**config.mk**
```make
export PLATFORM = sky130hd
export DESIGN_NAME = prog_channels_multi_flat
export DESIGN_NICKNAME = d
export VERILOG_FILES = /design/src/rtl/prog_channels_multi_if.sv /design/src/rtl/prog_channels_multi.sv /design/src/flat_wrapper.sv
export SDC_FILE = /design/constraint.sdc
export NUM_CORES = 1
export LEC_CHECK = 0
export CORE_ASPECT_RATIO = 0.9
export CORE_UTILIZATION = 60
export CTS_BUF_LIST = sky130_fd_sc_hd__clkbuf_2
export CTS_CLUSTER_SIZE = 14
export DETAILED_ROUTE_END_ITERATION = 10
export PLACE_DENSITY = 0.94
export SLEW_MARGIN = 20
export SYNTH_ARGS = -nofsm -noshare
export SYNTH_HDL_FRONTEND = slang
export SYNTH_SLANG_ARGS = --single-unit
```
**constraint.sdc**
```tcl
create_clock -name clk -period 5.6 [get_ports clk]
set_clock_uncertainty 0.05 [all_clocks]
set_input_delay 0.56 -clock clk [delete_from_list [all_inputs] [get_ports clk]]
set_output_delay 0.56 -clock clk [all_outputs]
set_load 0.005 [all_outputs]
```
**src/rtl/prog_channels_multi_if.sv**
```systemverilog
// Signal bundle between the channel-FPGA configurator, the channel FPGAs and spi_flash_intf.
// master = configurator side, slave = channels/flash/control-register side.
interface prog_channels_multi_if #(
   parameter int NCHAN = 5
);
   // Flash stream: while read_bitstream is high, spi_flash_intf presents one new bit on
   // bitstream every clk cycle with no back-pressure; end_bitstream marks the final bit.
   logic             start;
   logic [NCHAN-1:0] chan_mask;
   logic             c_progb;
   logic             c_clk;
   logic             c_din;
   logic [NCHAN-1:0] initb;
   logic [NCHAN-1:0] prog_done;
   logic             bitstream;
   logic             end_bitstream;
   logic             prog_chan_in_progress;
   logic             store_flash_command;
   logic             read_bitstream;
   logic             busy;
   logic             done_ok;
   logic             error;
   logic [2:0]       err_code;
   logic [NCHAN-1:0] err_chan;
   logic [2:0]       retry_count;

   modport master (
      input  start, chan_mask, initb, prog_done, bitstream, end_bitstream,
      output c_progb, c_clk, c_din, prog_chan_in_progress, store_flash_command,
             read_bitstream, busy, done_ok, error, err_code, err_chan, retry_count
   );

   modport slave (
      output start, chan_mask, initb, prog_done, bitstream, end_bitstream,
      input  c_progb, c_clk, c_din, prog_chan_in_progress, store_flash_command,
             read_bitstream, busy, done_ok, error, err_code, err_chan, retry_count
   );
endinterface

```
**src/rtl/prog_channels_multi.sv**
```systemverilog
// Serial configurator for NCHAN channel FPGAs with enable mask, timeouts, retry and status.
// Optional: define PROG_CHAN_CRC_CHECK_EN to fail on INITB low during LOAD/WAIT_DONE (code 4).
module prog_channels_multi #(
   parameter int NCHAN        = 5,
   parameter int PROG_CYCLES  = 16,
   parameter int INIT_TIMEOUT = 65536,
   parameter int DONE_TIMEOUT = 1048576,
   parameter int MAX_RETRIES  = 2
) (
   input  logic                 clk,
   input  logic                 reset,
   prog_channels_multi_if.master bus,
   output logic [3:0]           state_dbg
);

   localparam int MAX_TO_A = (INIT_TIMEOUT > DONE_TIMEOUT) ? INIT_TIMEOUT : DONE_TIMEOUT;
   localparam int MAX_TO   = (MAX_TO_A > PROG_CYCLES) ? MAX_TO_A : PROG_CYCLES;
   localparam int CW       = $clog2(MAX_TO) + 1;

   localparam logic [CW-1:0] INIT_LAST = CW'(INIT_TIMEOUT - 1);
   localparam logic [CW-1:0] DONE_LAST = CW'(DONE_TIMEOUT - 1);
   localparam logic [CW-1:0] HOLD_LAST = CW'(PROG_CYCLES - 1);
   localparam logic [2:0]    MAX_R3    = 3'(MAX_RETRIES);

   typedef enum logic [3:0] {
      S_IDLE      = 4'd0,
      S_STORE_CMD = 4'd1,
      S_PROG_LOW  = 4'd2,
      S_PROG_HOLD = 4'd3,
      S_WAIT_INIT = 4'd4,
      S_LOAD      = 4'd5,
      S_WAIT_DONE = 4'd6,
      S_DONE      = 4'd7,
      S_ERROR     = 4'd8
   } state_t;

   state_t           state, state_nxt;
   logic [CW-1:0]    cnt;
   logic [NCHAN-1:0] initb_meta, initb_s, done_meta, done_s;
   logic [NCHAN-1:0] mask_q;
   logic             start_q;
   logic             c_din_q;
   logic             done_ok_q, error_q;
   logic [2:0]       err_code_q, retry_q;
   logic [NCHAN-1:0] err_chan_q;

   logic             start_acc;
   logic             all_low, all_high, all_done;
   logic             timed;
   logic             fail;
   logic [2:0]       fail_code;
   logic [NCHAN-1:0] fail_chan;

   // INIT_B and DONE come straight from the channel FPGAs, unrelated to clk
   always_ff @(posedge clk) begin
      if (reset) begin
         initb_meta <= '0;
         initb_s    <= '0;
         done_meta  <= '0;
         done_s     <= '0;
         start_q    <= 1'b0;
      end else begin
         initb_meta <= bus.initb;
         initb_s    <= initb_meta;
         done_meta  <= bus.prog_done;
         done_s     <= done_meta;
         start_q    <= bus.start;
      end
   end

   // Masked-off channels always satisfy the condition being waited for
   assign all_low  = ((initb_s & mask_q) == '0);
   assign all_high = &(initb_s | ~mask_q);
   assign all_done = &(done_s | ~mask_q);

   assign start_acc = bus.start && !start_q &&
                      (state == S_IDLE || state == S_DONE || state == S_ERROR);

`ifdef PROG_CHAN_CRC_CHECK_EN
   logic crc_bad;
   assign crc_bad = ((~initb_s & mask_q) != '0);
`endif

   assign timed = (state == S_PROG_LOW) || (state == S_PROG_HOLD) ||
                  (state == S_WAIT_INIT) || (state == S_WAIT_DONE);

   always_ff @(posedge clk) begin
      if (reset) begin
         state <= S_IDLE;
      end else begin
         state <= state_nxt;
      end
   end

   always_comb begin
      state_nxt = state;
      fail      = 1'b0;
      fail_code = 3'd0;
      fail_chan = '0;
      case (state)
         S_IDLE, S_DONE, S_ERROR: begin
            if (start_acc) begin
               state_nxt = (bus.chan_mask == '0) ? S_ERROR : S_STORE_CMD;
            end
         end
         S_STORE_CMD: state_nxt = S_PROG_LOW;
         S_PROG_LOW: begin
            if (all_low) begin
               state_nxt = S_PROG_HOLD;
            end else if (cnt == INIT_LAST) begin
               fail      = 1'b1;
               fail_code = 3'd1;
               fail_chan = initb_s & mask_q;
            end
         end
         S_PROG_HOLD: begin
            if (cnt == HOLD_LAST) begin
               state_nxt = S_WAIT_INIT;
            end
         end
         S_WAIT_INIT: begin
            if (all_high) begin
               state_nxt = S_LOAD;
            end else if (cnt == INIT_LAST) begin
               fail      = 1'b1;
               fail_code = 3'd2;
               fail_chan = ~initb_s & mask_q;
            end
         end
         S_LOAD: begin
`ifdef PROG_CHAN_CRC_CHECK_EN
            if (crc_bad) begin
               fail      = 1'b1;
               fail_code = 3'd4;
               fail_chan = ~initb_s & mask_q;
            end else
`endif
            if (bus.end_bitstream) begin
               state_nxt = S_WAIT_DONE;
            end
         end
         S_WAIT_DONE: begin
            if (all_done) begin
               state_nxt = S_DONE;
`ifdef PROG_CHAN_CRC_CHECK_EN
            end else if (crc_bad) begin
               fail      = 1'b1;
               fail_code = 3'd4;
               fail_chan = ~initb_s & mask_q;
`endif
            end else if (cnt == DONE_LAST) begin
               fail      = 1'b1;
               fail_code = 3'd3;
               fail_chan = ~done_s & mask_q;
            end
         end
         default: state_nxt = S_IDLE;
      endcase
      if (fail) begin
         state_nxt = (retry_q < MAX_R3) ? S_STORE_CMD : S_ERROR;
      end
   end

   // Single counter serves the hold time and all three timeouts; it restarts on every state entry
   always_ff @(posedge clk) begin
      if (reset) begin
         cnt <= '0;
      end else if (state_nxt != state || !timed) begin
         cnt <= '0;
      end else begin
         cnt <= cnt + 1'b1;
      end
   end

   always_ff @(posedge clk) begin
      if (reset) begin
         mask_q     <= '0;
         done_ok_q  <= 1'b0;
         error_q    <= 1'b0;
         err_code_q <= 3'd0;
         err_chan_q <= '0;
         retry_q    <= 3'd0;
      end else if (start_acc) begin
         mask_q     <= bus.chan_mask;
         done_ok_q  <= 1'b0;
         err_chan_q <= '0;
         retry_q    <= 3'd0;
         error_q    <= (bus.chan_mask == '0);
         err_code_q <= (bus.chan_mask == '0) ? 3'd5 : 3'd0;
      end else begin
         if (fail) begin
            err_code_q <= fail_code;
            err_chan_q <= fail_chan;
            if (retry_q < MAX_R3) begin
               retry_q <= retry_q + 3'd1;
            end else begin
               error_q <= 1'b1;
            end
         end
         if (state_nxt == S_DONE && state != S_DONE) begin
            done_ok_q <= 1'b1;
         end
      end
   end

   always_ff @(posedge clk) begin
      if (reset) begin
         c_din_q <= 1'b1;
      end else begin
         c_din_q <= (state == S_LOAD) ? bus.bitstream : 1'b1;
      end
   end

   // Strobes decode directly from state so a reset releases PROGRAM_B and read enable at once
   assign bus.c_progb               = !(state == S_PROG_LOW || state == S_PROG_HOLD);
   assign bus.c_clk                 = ~clk;
   assign bus.c_din                 = c_din_q;
   assign bus.store_flash_command   = (state == S_STORE_CMD);
   assign bus.read_bitstream        = (state == S_LOAD);
   assign bus.prog_chan_in_progress = !(state == S_IDLE || state == S_DONE || state == S_ERROR);
   assign bus.busy                  = !(state == S_IDLE || state == S_DONE || state == S_ERROR);
   assign bus.done_ok               = done_ok_q;
   assign bus.error                 = error_q;
   assign bus.err_code              = err_code_q;
   assign bus.err_chan              = err_chan_q;
   assign bus.retry_count           = retry_q;
   assign state_dbg                 = state;

endmodule
```
**src/flat_wrapper.sv**
```systemverilog
// flat-port wrapper written by rule: the top's interface ports become plain ports
module prog_channels_multi_flat 
#(
   parameter int NCHAN        = 5,
   parameter int PROG_CYCLES  = 16,
   parameter int INIT_TIMEOUT = 65536,
   parameter int DONE_TIMEOUT = 1048576,
   parameter int MAX_RETRIES  = 2
)
  (clk, reset, state_dbg, bus_start, bus_chan_mask, bus_initb, bus_prog_done, bus_bitstream, bus_end_bitstream, bus_c_progb, bus_c_clk, bus_c_din, bus_prog_chan_in_progress, bus_store_flash_command, bus_read_bitstream, bus_busy, bus_done_ok, bus_error, bus_err_code, bus_err_chan, bus_retry_count);
  prog_channels_multi_if #(.NCHAN(NCHAN)) bus_i ();
  input  logic clk;
  input  logic reset;
  output logic [3:0] state_dbg;
  input wire logic [$bits(bus_i.start)-1:0] bus_start;
  input wire logic [$bits(bus_i.chan_mask)-1:0] bus_chan_mask;
  input wire logic [$bits(bus_i.initb)-1:0] bus_initb;
  input wire logic [$bits(bus_i.prog_done)-1:0] bus_prog_done;
  input wire logic [$bits(bus_i.bitstream)-1:0] bus_bitstream;
  input wire logic [$bits(bus_i.end_bitstream)-1:0] bus_end_bitstream;
  output wire logic [$bits(bus_i.c_progb)-1:0] bus_c_progb;
  output wire logic [$bits(bus_i.c_clk)-1:0] bus_c_clk;
  output wire logic [$bits(bus_i.c_din)-1:0] bus_c_din;
  output wire logic [$bits(bus_i.prog_chan_in_progress)-1:0] bus_prog_chan_in_progress;
  output wire logic [$bits(bus_i.store_flash_command)-1:0] bus_store_flash_command;
  output wire logic [$bits(bus_i.read_bitstream)-1:0] bus_read_bitstream;
  output wire logic [$bits(bus_i.busy)-1:0] bus_busy;
  output wire logic [$bits(bus_i.done_ok)-1:0] bus_done_ok;
  output wire logic [$bits(bus_i.error)-1:0] bus_error;
  output wire logic [$bits(bus_i.err_code)-1:0] bus_err_code;
  output wire logic [$bits(bus_i.err_chan)-1:0] bus_err_chan;
  output wire logic [$bits(bus_i.retry_count)-1:0] bus_retry_count;
  assign bus_i.start = bus_start;
  assign bus_i.chan_mask = bus_chan_mask;
  assign bus_i.initb = bus_initb;
  assign bus_i.prog_done = bus_prog_done;
  assign bus_i.bitstream = bus_bitstream;
  assign bus_i.end_bitstream = bus_end_bitstream;
  assign bus_c_progb = bus_i.c_progb;
  assign bus_c_clk = bus_i.c_clk;
  assign bus_c_din = bus_i.c_din;
  assign bus_prog_chan_in_progress = bus_i.prog_chan_in_progress;
  assign bus_store_flash_command = bus_i.store_flash_command;
  assign bus_read_bitstream = bus_i.read_bitstream;
  assign bus_busy = bus_i.busy;
  assign bus_done_ok = bus_i.done_ok;
  assign bus_error = bus_i.error;
  assign bus_err_code = bus_i.err_code;
  assign bus_err_chan = bus_i.err_chan;
  assign bus_retry_count = bus_i.retry_count;
  prog_channels_multi #(.NCHAN(NCHAN), .PROG_CYCLES(PROG_CYCLES), .INIT_TIMEOUT(INIT_TIMEOUT), .DONE_TIMEOUT(DONE_TIMEOUT), .MAX_RETRIES(MAX_RETRIES)) u_core (.clk(clk), .reset(reset), .bus(bus_i), .state_dbg(state_dbg));
endmodule
```
* Yosys cells after proc, flatten, opt, wreduce, memory -nomap -nowiden
Cells that the tools add are included.
** Operators by class
- $add $sub $neg :: 2
- Magnitude comparators :: 1
- Equality and inequality tests :: 15
- Mux-type cells :: 36
- Bitwise logic cells :: 10
- Reduce and logical (&&, ||, !) cells :: 25
** Operators with widths (count)
- $mux 4 :: 9
- $mux 5 :: 6
- $pmux 4 s7 :: 1
- $add 21x1->21 const B :: 1
- $eq 21x16->1 const B :: 1
- $eq 21x20->1 const B :: 1
- $eq 21x4->1 const B :: 1
- $eq 4x3->1 const B :: 5
- $mux 3 :: 6
- $and 5x5->5 :: 3
- $not 5->5 :: 3
- $pmux 5 s3 :: 1
- $logic_not 5->1 :: 2
- $or 5x5->5 :: 2
- $reduce_and 5->1 :: 2
- $mux 1 :: 9
- $pmux 3 s3 :: 1
- $eq 4x2->1 const B :: 2
- $logic_or 1x1->1 :: 6
- $reduce_or 2->1 :: 3
- $eq 4x1->1 const B :: 1
- $eq 4x4->1 const B :: 1
- $logic_not 1->1 :: 4
- $logic_not 4->1 :: 1
- other kinds (12) :: 17
** Word-level totals
- Register bits :: 65
- Bits of input ports :: 20

* Depth between registers and ports, before layout
Gate-level depths: netlist of run 1.
- Depth after elaboration :: 10
- Depth in mapped cells :: 10
- Depth with buffers taken out :: 8

==> results.md, run 1 <==
- Setup-failing EPs final: 0
- Overall Global Routing Usage: a little over a quarter
- Syn_nets: about 360
- Worst hold slack: between 0.3 and 0.4 ns
- Maximum number of pins on one net before global-route repair: 35
- Sequential area share after synthesis: between 40% and 50%
- Synth Area per Inst: a little under 9 µm²
- Wire per inst: around 14 µm
- Hold Path Sink: u_core.initb_s[3]
- Bufs on Longest Clock Path: 2
- HP Class: reg -> reg
- Vias in the first global route: roughly 2.3k
- # IOs: 44
- Port buffer count: 43
- DP HPWL: around 4800 µm
- Portion of total power attributed to sequential cells: between 50% and 60%
- Switching share of power: between 20% and 30%
- Unrepaired setup endpoints after global routing: no
- Area Growth Syn to Fin: 17.9%
- Clock share of power: 31.7%
- MaxCap Viol Count: 0
- ANT cells: 0
- Die height: 68.6 µm
- CP Launch Point: clk
- Mapped Cells: about 340
- Fin. Hold Viols: 0
- Clk_lat worst skew: between 0.4 and 0.5 ns
- Launch point of the worst reg-to-reg path: u_core.state_dbg[2]
- Leak: 1.19 nW
- Via count: around 2.5k
- Ys flop type: dfxtp_1
- Core area: approximately 4600 µm²
- Row cnt: 23
- Max-slew headroom: between 40% and 50%
- Hold-fix buffers, CTS: 0
- Clock Root Buffer: clkbuf_2
- CP bufs+invs: 4
- Fraction of registers with async set/reset: 0%
- GRT overflow: 0
- Pre-Repair DR Iteration Count: 5
- PwrDens: around 250 nW/µm²
- Flops & latches, synth: between 60 and 70
- Die W: 76.0 µm
- Net Switching: 0.000231 W
- Combinational power share: between 10% and 20%
- Max FO, Critical Path: 10
- Worst Tran Pin Value: ~0.9 ns
- Crit-path slowest cell: clkdlybuf4s50_1
- TritonCTS buffer count: 9
- R2r setup slk: ~2.3 ns
- Max-slew violation count: 0
- CP Class: clk -> out
- CP cell instances: clkbuf_2, clkbuf_2, inv_1, clkdlybuf4s50_1
- Cell Area, Synth: 2960 µm²
- Initial Utilization: 64.3%
- # fillers: 343
- CP arrival: approximately 3.8 ns
- Internal: approximately 0.00064 W
- Fraction of layout cells with a size suffix above 1: between 10% and 20%
- Peak VDD IR: about 0.19 mV
- DRT iter0 DRCs: about 270
- CP dominant cell by count: clkbuf_2
- HP Start: u_core.initb_meta[3]
- Post-route ant nets: 0
- Post-CTS Setup Bufs: 0
- Synthesis warning total: 0
- Hold Path Depth: 1
- Outcome: finished, final reports clean
- DRC viols: 0
- Startpoint types: clock port
- Clock-pin slew on the worst setup and hold paths: between 0.15 and 0.2 ns
- Via density: about 5.6
- CTS tree: yes
- Fin Setup TNS: 0 ns
- Critical Path Sink Type: output port
- First-pass GRT wire length: ~10000 µm
- Final nets: 399
- Post-synth EDFFs: 0
- Worst path top cell family by delay: buffers and inverters
- R2R cell count: 7
- R2R Path End: u_core.cnt[3]
- GP Congestion: between 0.9 and 1
- H-tree levels: 3
- Quantity of gates resized following cts: 0
- Synth unique cells: between 50 and 60
- Critical Path RT: between 4 and 5 ns
- WL final: between 6000 and 7000 µm
- Die area: about 5200 µm²
- Initial antenna violation count: 0
- Worst path max stage delay: 0.49 ns
synth_stat cells (3+ instances only):
master / count / area, µm²
nor3_1: 9 / 45.0
a21oi_1: 18 / 90.1
nor2_1: 38 / 143
nand4_1: 3 / 18.8
clkbuf_1: 8 / 30.0
nor3_2: 11 / 110
nand3_1: 13 / 65.1
inv_1: 12 / 45.0
xor2_1: 13 / 114
o22ai_1: 3 / 18.8
nor4_1: 6 / 37.5
nand2b_1: 9 / 56.3
nor2b_1: 24 / 150
xnor2_1: 7 / 61.3
nand2_1: 39 / 146
buf_6: 3 / 33.8
dfxtp_1: 65 / 1300
o21ai_0: 13 / 65.1
per-layer routing:
metal	vias up	GRT usage (%)	wire, µm
li1	1229	-	-
met1	1129	32.1	2750
met2	115	42.4	2970
met3	15	9.21	487
met4	0	12.3	106
met5	-	0	0
state kept, by name, indices dropped and copies added (netlist names):
register,count
u_core.initb_meta,5
u_core.done_meta,5
u_core.bus.err_chan,5
u_core.bus.done_ok,1
u_core.start_q,1
u_core.cnt,21
u_core.bus.err_code,3
u_core.initb_s,5
u_core.bus.retry_count,3
u_core.mask_q,5
u_core.done_s,5
u_core.bus.error,1
u_core.bus.c_din,1
u_core.state_dbg,4
cell type report:
cell class	count	area [µm²]	share of cell area [%]
Timing Repair Buffer	43	428	12.3
Multi-Input combinational cell	245	1530	43.7
Clock inverter	7	62.6	1.79
Tap cell	62	77.6	2.22
Inverter	11	41.3	1.18
Clock buffer	10	55.1	1.58
Sequential cell	65	1300	37.3
stage by stage:
stage          instances  area [µm²]  worst slack (ns)  util, %  power, W
6_report             443        3490              1.23     75.8  0.000869
5_1_grt              443        3490              1.15     75.8  0.000910
4_1_cts              443        3490              1.19     75.8  0.000877
3_5_place_dp         428        3390              1.68     73.6  0.000620
3_3_place_gp         428        3390              1.68     73.6  0.000616
2_1_floorplan        337        2960              2.15        -  0.000566
worst register-to-register path, delay by kind of cell, from the launching register on:
| family | cells | cell delay, ns |
|---|---|---|
| AOI/OAI and AO/OA | 3 | 1.07 |
| and+or+nand+nor | 4 | 1.41 |
| DFF | 1 | 0.64 |
power by group through the flow:
stage	clock [W]	sequential, W	combinational, W
global route	0.000304	0.000491	0.000115
CTS	0.000284	0.000489	0.000104
floorplan	0.00000409	0.000493	0.0000695
detailed placement	0.0000175	0.000499	0.000104
finish	0.000275	0.000489	0.000105
global placement	0.0000175	0.000498	0.000100
how the worst max path moves through the flow:
stage / slack [ns] / depth (start not counted) / endpoint
detailed placement: 1.68 / 2 / bus_c_clk
finish: 1.23 / 4 / bus_c_clk
global route: 1.15 / 4 / bus_c_clk
floorplan: 2.15 / 1 / bus_c_clk
CTS: 1.19 / 4 / bus_c_clk
global placement: 1.68 / 2 / bus_c_clk
layout by cell type, fill, tap and decap left out, types with 2 or more instances in the layout:
master | Yosys | layout
a21oi_1 | 18 | 18
a31oi_1 | 2 | 2
and3_1 | 2 | 2
and4_1 | 2 | 2
clkbuf_2 | 0 | 9
clkdlybuf4s50_1 | 0 | 43
clkinv_2 | 0 | 2
clkinvlp_4 | 0 | 2
dfxtp_1 | 65 | 65
ha_1 | 2 | 2
inv_1 | 12 | 12
mux2i_1 | 2 | 2
nand2_1 | 39 | 39
nand2b_1 | 9 | 9
nand3_1 | 13 | 13
nand4_1 | 3 | 3
nor2_1 | 38 | 38
nor2b_1 | 24 | 24
nor3_1 | 9 | 9
nor3_2 | 11 | 11
nor4_1 | 6 | 6
o211ai_4 | 2 | 2
o21ai_0 | 13 | 13
o22ai_1 | 3 | 3
or4_1 | 2 | 2
xnor2_1 | 7 | 7
xor2_1 | 13 | 13
cell families after synthesis:
| group | share of synthesized area, % |
|---|---|
| fa+ha+maj | 0.845 |
| compound gates | 11.9 |
| flops | 44.0 |
| buf+inv | 4.52 |
| xor+xnor | 5.92 |
| mux | 1.06 |
| simple gates | 31.8 |
No activity file was read; power rests on OpenSTA's default activity.
==> run 2, diff against run 1 <==
- CORE_UTILIZATION: 60 -> 56
- PLACE_DENSITY: 0.94 -> 0.89
- clock period: 5.6 -> 4.37 ns (I/O delays scaled with it)
==> results.md, run 2 (synthesis gave the netlist of run 1 again) <==
- # IOs: 44 (unchanged)
- Max reg flops: 21 (unchanged)
- CP Class: clk -> out (unchanged)
- HP Class: in -> reg (was reg -> reg)
- Core area: 4950 µm² (was 4600 µm²)
- ANT cells: 0 (unchanged)
- Hold Path Depth: 2 (was 1)
- GP Congestion: 0.906 (was 0.911)
- Clock Root Buffer: clkbuf_2 (unchanged)
- Maximum number of pins on one net before global-route repair: 35 (unchanged)
- R2R cell count: 8 (was 7)
- Worst Tran Pin Value: 0.733 ns (was 0.891 ns)
- Routed wire length on met3: 376 µm (was 487 µm)
- PwrDens: 325 nW/µm² (was 249 nW/µm²)
- Commonest cells after routing, fill and taps aside: 65 x dfxtp_1, 43 x clkdlybuf4s50_1, 39 x nand2_1, 38 x nor2_1, 24 x nor2b_1 (unchanged)
- Critical Path RT: 3.88 ns (was 4.99 ns)
- Worst slack, placed: 1.19 ns (was 1.68 ns)
- Fin util: 71.0% (was 75.8%)
- Post-layout worst setup margin: 0.703 ns (was 1.23 ns)
- Critical Path Sink Type: output port (unchanged)
- Post-route ant nets: 0 (unchanged)
- Leak: 1.20 nW (was 1.19 nW)
- Max-slew violation count: 0 (unchanged)
- Die height: 71.0 µm (was 68.6 µm)
- Final cell count without fillers: 448 (was 443)
- H-tree levels: 3 (unchanged)
- WL met2: 2980 µm (was 2970 µm)
- # fillers: 382 (was 343)
- Die area: 5580 µm² (was 5220 µm²)
- Quantity of gates resized following cts: 0 (unchanged)
- Startpoint types: clock port (unchanged)
- Initial Utilization: 59.7% (was 64.3%)
- Unrepaired setup endpoints after global routing: no (unchanged)
- Most common cell after layout, fill and taps aside: dfxtp_1 (unchanged)
- Via density: 5.54 (was 5.62)
- DRC viols: 0 (unchanged)
- Wire per inst: 14.2 µm (was 14.3 µm)
- Overall Global Routing Usage: 26.0% (was 26.2%)
- Inst Count DP: 432 (was 428)
- First-pass GRT wire length: 11100 µm (was 10400 µm)
- GRT overflow: 0 (unchanged)
- Via count: 2482 (was 2488)
- Outcome: finished, final reports clean (unchanged)
- Peak VDD IR: 0.232 mV (was 0.193 mV)
- Post-CTS Setup Bufs: 0 (unchanged)
- Fraction of layout cells with a size suffix above 1: 11.0% (was 10.2%)
- Most flop-heavy register: u_core.cnt (unchanged)
- CTS tree: yes (unchanged)
- TritonCTS buffer count: 9 (unchanged)
- CP arrival: 3.18 ns (was 3.76 ns)
- Max FO, Critical Path: 8 (was 10)
- Setup-failing EPs final: 0 (unchanged)
- Worst hold slack: 0.390 ns (was 0.397 ns)
- Area Growth Syn to Fin: 18.8% (was 17.9%)
- Fin Setup TNS: 0 ns (unchanged)
- Final nets: 400 (was 399)
- MaxCap Viol Count: 0 (unchanged)
- Max-slew headroom: 51.1% (was 40.5%)
- Top sig layer: met4 (unchanged)
- Die W: 78.6 µm (was 76.0 µm)
- Post-route met1 wirelength: 2780 µm (was 2750 µm)
- Row cnt: 24 (was 23)
- WL final: 6350 µm (was 6320 µm)
- Hold-fix buffers, CTS: 0 (unchanged)
- Pre-Repair DR Iteration Count: 4 (was 5)
- Vias in the first global route: 2431 (was 2314)
- Clock-pin slew on the worst setup and hold paths: 0.19 ns (was 0.17 ns)
- DP HPWL: 4670 µm (was 4760 µm)
- Bufs on Longest Clock Path: 2 (unchanged)
- DRT iter0 DRCs: 284 (was 268)
- Initial antenna violation count: 0 (unchanged)
- Port buffer count: 43 (unchanged)
- Fin. Hold Viols: 0 (unchanged)
- Clk_lat worst skew: 0.52 ns (was 0.47 ns)
run 2: cell count changes in the layout (fill, tap and decap cells not counted), sizes merged:
cell and change:
buf +1, clkbuf +1
run 2: final cells by class:
type	instances	area (µm²)	area share (%)
clock inverter	7	71.3	2.03
clock buffer	11	60.1	1.71
inverter	11	41.3	1.17
sequential	65	1300	37.0
timing repair buffer	44	435	12.4
multi-input combinational	245	1530	43.4
tap	65	81.3	2.31
run 2: stage by stage:
stage	total power (W)	instance area, µm²
2_1_floorplan	0.000726	2960
3_3_place_gp	0.000794	3400
3_5_place_dp	0.000796	3400
4_1_cts	0.00115	3520
5_1_grt	0.00120	3520
6_report	0.00114	3520
run 2: per-layer routing:
layer / vias up / track usage, %
met5: - / 0
met4: 0 / 15.4
met3: 21 / 9.42
met2: 97 / 38.6
met1: 1123 / 32.4
li1: 1241 / -
run 2: worst max-delay path, cell delays in order:
cell and delay (ns):
clkbuf_2 0.20, clkbuf_2 0.22, inv_1 0.08, clkdlybuf4s50_1 0.49
run 2: worst paths after layout:
| path | from | slack (ns) | to |
|---|---|---|---|
| worst min-delay path | bus_initb[2] | 0.39 | u_core.initb_meta[2] |
| worst max-delay path | clk | 0.70 | bus_c_clk |
| worst max register to register | u_core.cnt[0] | 1.37 | u_core.cnt[3] |
| worst min register to register | u_core.initb_meta[1] | 0.40 | u_core.initb_s[1] |
run 2: where the power goes:
group / total (W) / internal [W] / leakage [nW] / switching (W)
Sequential: 0.000628 / 0.000611 / 0.530 / 0.0000166
Combinational: 0.000135 / 0.0000661 / 0.592 / 0.0000686
Clock: 0.000381 / 0.000152 / 0.0773 / 0.000229
Total: 0.00114 / 0.000829 / 1.20 / 0.000314
==> run 3, diff against run 2 <==
- clock period: 4.37 -> 3.8 ns (I/O delays scaled with it)
==> results.md, run 3 (synthesis gave the netlist of run 1 again) <==
- Fin. Hold Viols: 0 (unchanged)
- ANT cells: 0 (unchanged)
- TritonCTS buffer count: 9 (unchanged)
- PwrDens: 395 nW/µm² (was 325 nW/µm²)
- Most common cell after layout, fill and taps aside: dfxtp_1 (unchanged)
- DP HPWL: 4630 µm (was 4670 µm)
- Hold-fix buffers, CTS: 0 (unchanged)
- CP Class: clk -> out (unchanged)
- Port buffer count: 43 (unchanged)
- Peak VDD IR: 0.321 mV (was 0.232 mV)
- Vias in the first global route: 2335 (was 2431)
- GP Congestion: 0.931 (was 0.906)
- Startpoint types: clock port (unchanged)
- Max-slew violation count: 0 (unchanged)
- Clk_lat worst skew: 0.54 ns (was 0.52 ns)
- # IOs: 44 (unchanged)
- Most flop-heavy register: u_core.cnt (unchanged)
- First-pass GRT wire length: 10700 µm (was 11100 µm)
- Die W: 78.6 µm (unchanged)
- Post-route ant nets: 0 (unchanged)
- Final cell count without fillers: 449 (was 448)
- Placed cell area: 3410 µm² (was 3400 µm²)
- Clock-pin slew on the worst setup and hold paths: 0.19 ns (about the same)
- Fraction of layout cells with a size suffix above 1: 11.2% (was 11.0%)
- DRT iter0 DRCs: 233 (was 284)
- Die area: 5580 µm² (unchanged)
- Unrepaired setup endpoints after global routing: no (unchanged)
- Max reg flops: 21 (unchanged)
- Die height: 71.0 µm (unchanged)
- Via count: 2521 (was 2482)
- Wire per inst: 14.0 µm (was 14.2 µm)
- Quantity of gates resized following cts: 0 (unchanged)
- Max-slew headroom: 50.8% (was 51.1%)
- GRT overflow: 0 (unchanged)
- MaxCap Viol Count: 0 (unchanged)
- Commonest cells after routing, fill and taps aside: 65 x dfxtp_1, 43 x clkdlybuf4s50_1, 39 x nand2_1, 38 x nor2_1, 24 x nor2b_1 (unchanged)
- Critical Path RT: 3.37 ns (was 3.88 ns)
- Initial antenna violation count: 0 (unchanged)
- Via density: 5.61 (was 5.54)
- Max FO, Critical Path: 10 (was 8)
- Design area: 3550 µm² (was 3520 µm²)
- WL final: 6280 µm (was 6350 µm)
- Worst Tran Pin Value: 0.738 ns (was 0.733 ns)
- Area Growth Syn to Fin: 20.0% (was 18.8%)
- Bufs on Longest Clock Path: 2 (unchanged)
- CTS tree: yes (unchanged)
- DRC viols: 0 (unchanged)
- Critical Path Sink Type: output port (unchanged)
- Total power: 0.00140 W (was 0.00114 W)
- Post-CTS Setup Bufs: 0 (unchanged)
- Leak: 1.22 nW (was 1.20 nW)
- Clock Root Buffer: clkbuf_2 (unchanged)
- # fillers: 387 (was 382)
- Pre-Repair DR Iteration Count: 5 (was 4)
- Row cnt: 24 (unchanged)
- Setup-failing EPs final: 0 (unchanged)
- CP arrival: 2.91 ns (was 3.18 ns)
- Initial Utilization: 59.7% (unchanged)
- H-tree levels: 3 (unchanged)
- Overall Global Routing Usage: 25.0% (was 26.0%)
- HP Class: in -> reg (unchanged)
- Final nets: 401 (was 400)
- Core area: 4950 µm² (unchanged)
- Outcome: finished, final reports clean (unchanged)
- Maximum number of pins on one net before global-route repair: 35 (unchanged)
- Fin Setup TNS: 0 ns (unchanged)
- Inst Count DP: 433 (was 432)
-- run 3: cell type report --
class	count	area, µm²	area share [%]
Clock inverter	8	105	2.96
Timing Repair Buffer	45	443	12.5
Clock buffer	10	55.1	1.55
Multi-Input combinational cell	245	1530	42.9
Tap cell	65	81.3	2.29
Inverter	11	41.3	1.16
Sequential cell	65	1300	36.6
-- run 3: per-stage QoR --
step                utilization (%)  setup slack [ns]  hold WS, ns
finish                         71.7             0.463        0.322
global route                   71.7             0.380        0.274
CTS                            71.7             0.414        0.276
detailed placement             68.7             0.818        0.373
global placement               68.7             0.824        0.368
floorplan                         -              1.43        0.357
-- run 3: where the power goes --
group	internal, W	switching, W	leakage (nW)
clock	0.000242	0.000282	0.0884
sequential	0.000703	0.0000197	0.530
combinational	0.0000761	0.0000786	0.597
-- run 3: path summary, 6_finish.rpt --
kind / end / startpoint / slack (ns) / cells past startpoint
worst max-delay path: bus_c_clk / clk / 0.46 / 4
worst min-delay path: u_core.initb_meta[2] / bus_initb[2] / 0.32 / 2
worst max register to register: u_core.cnt[3] / u_core.cnt[0] / 0.87 / 8
worst min register to register: u_core.done_s[3] / u_core.done_meta[3] / 0.38 / 1
-- run 3: layer usage --
layer	global-route usage [%]	routed length, µm
met1	31.9	2760
met5	0	0
met3	8.90	545
met2	37.5	2820
met4	12.1	153
-- run 3: critical path: stages --
cell and delay [ns]:
clkbuf_2 0.21, clkbuf_2 0.23, inv_1 0.08, clkdlybuf4s50_1 0.49
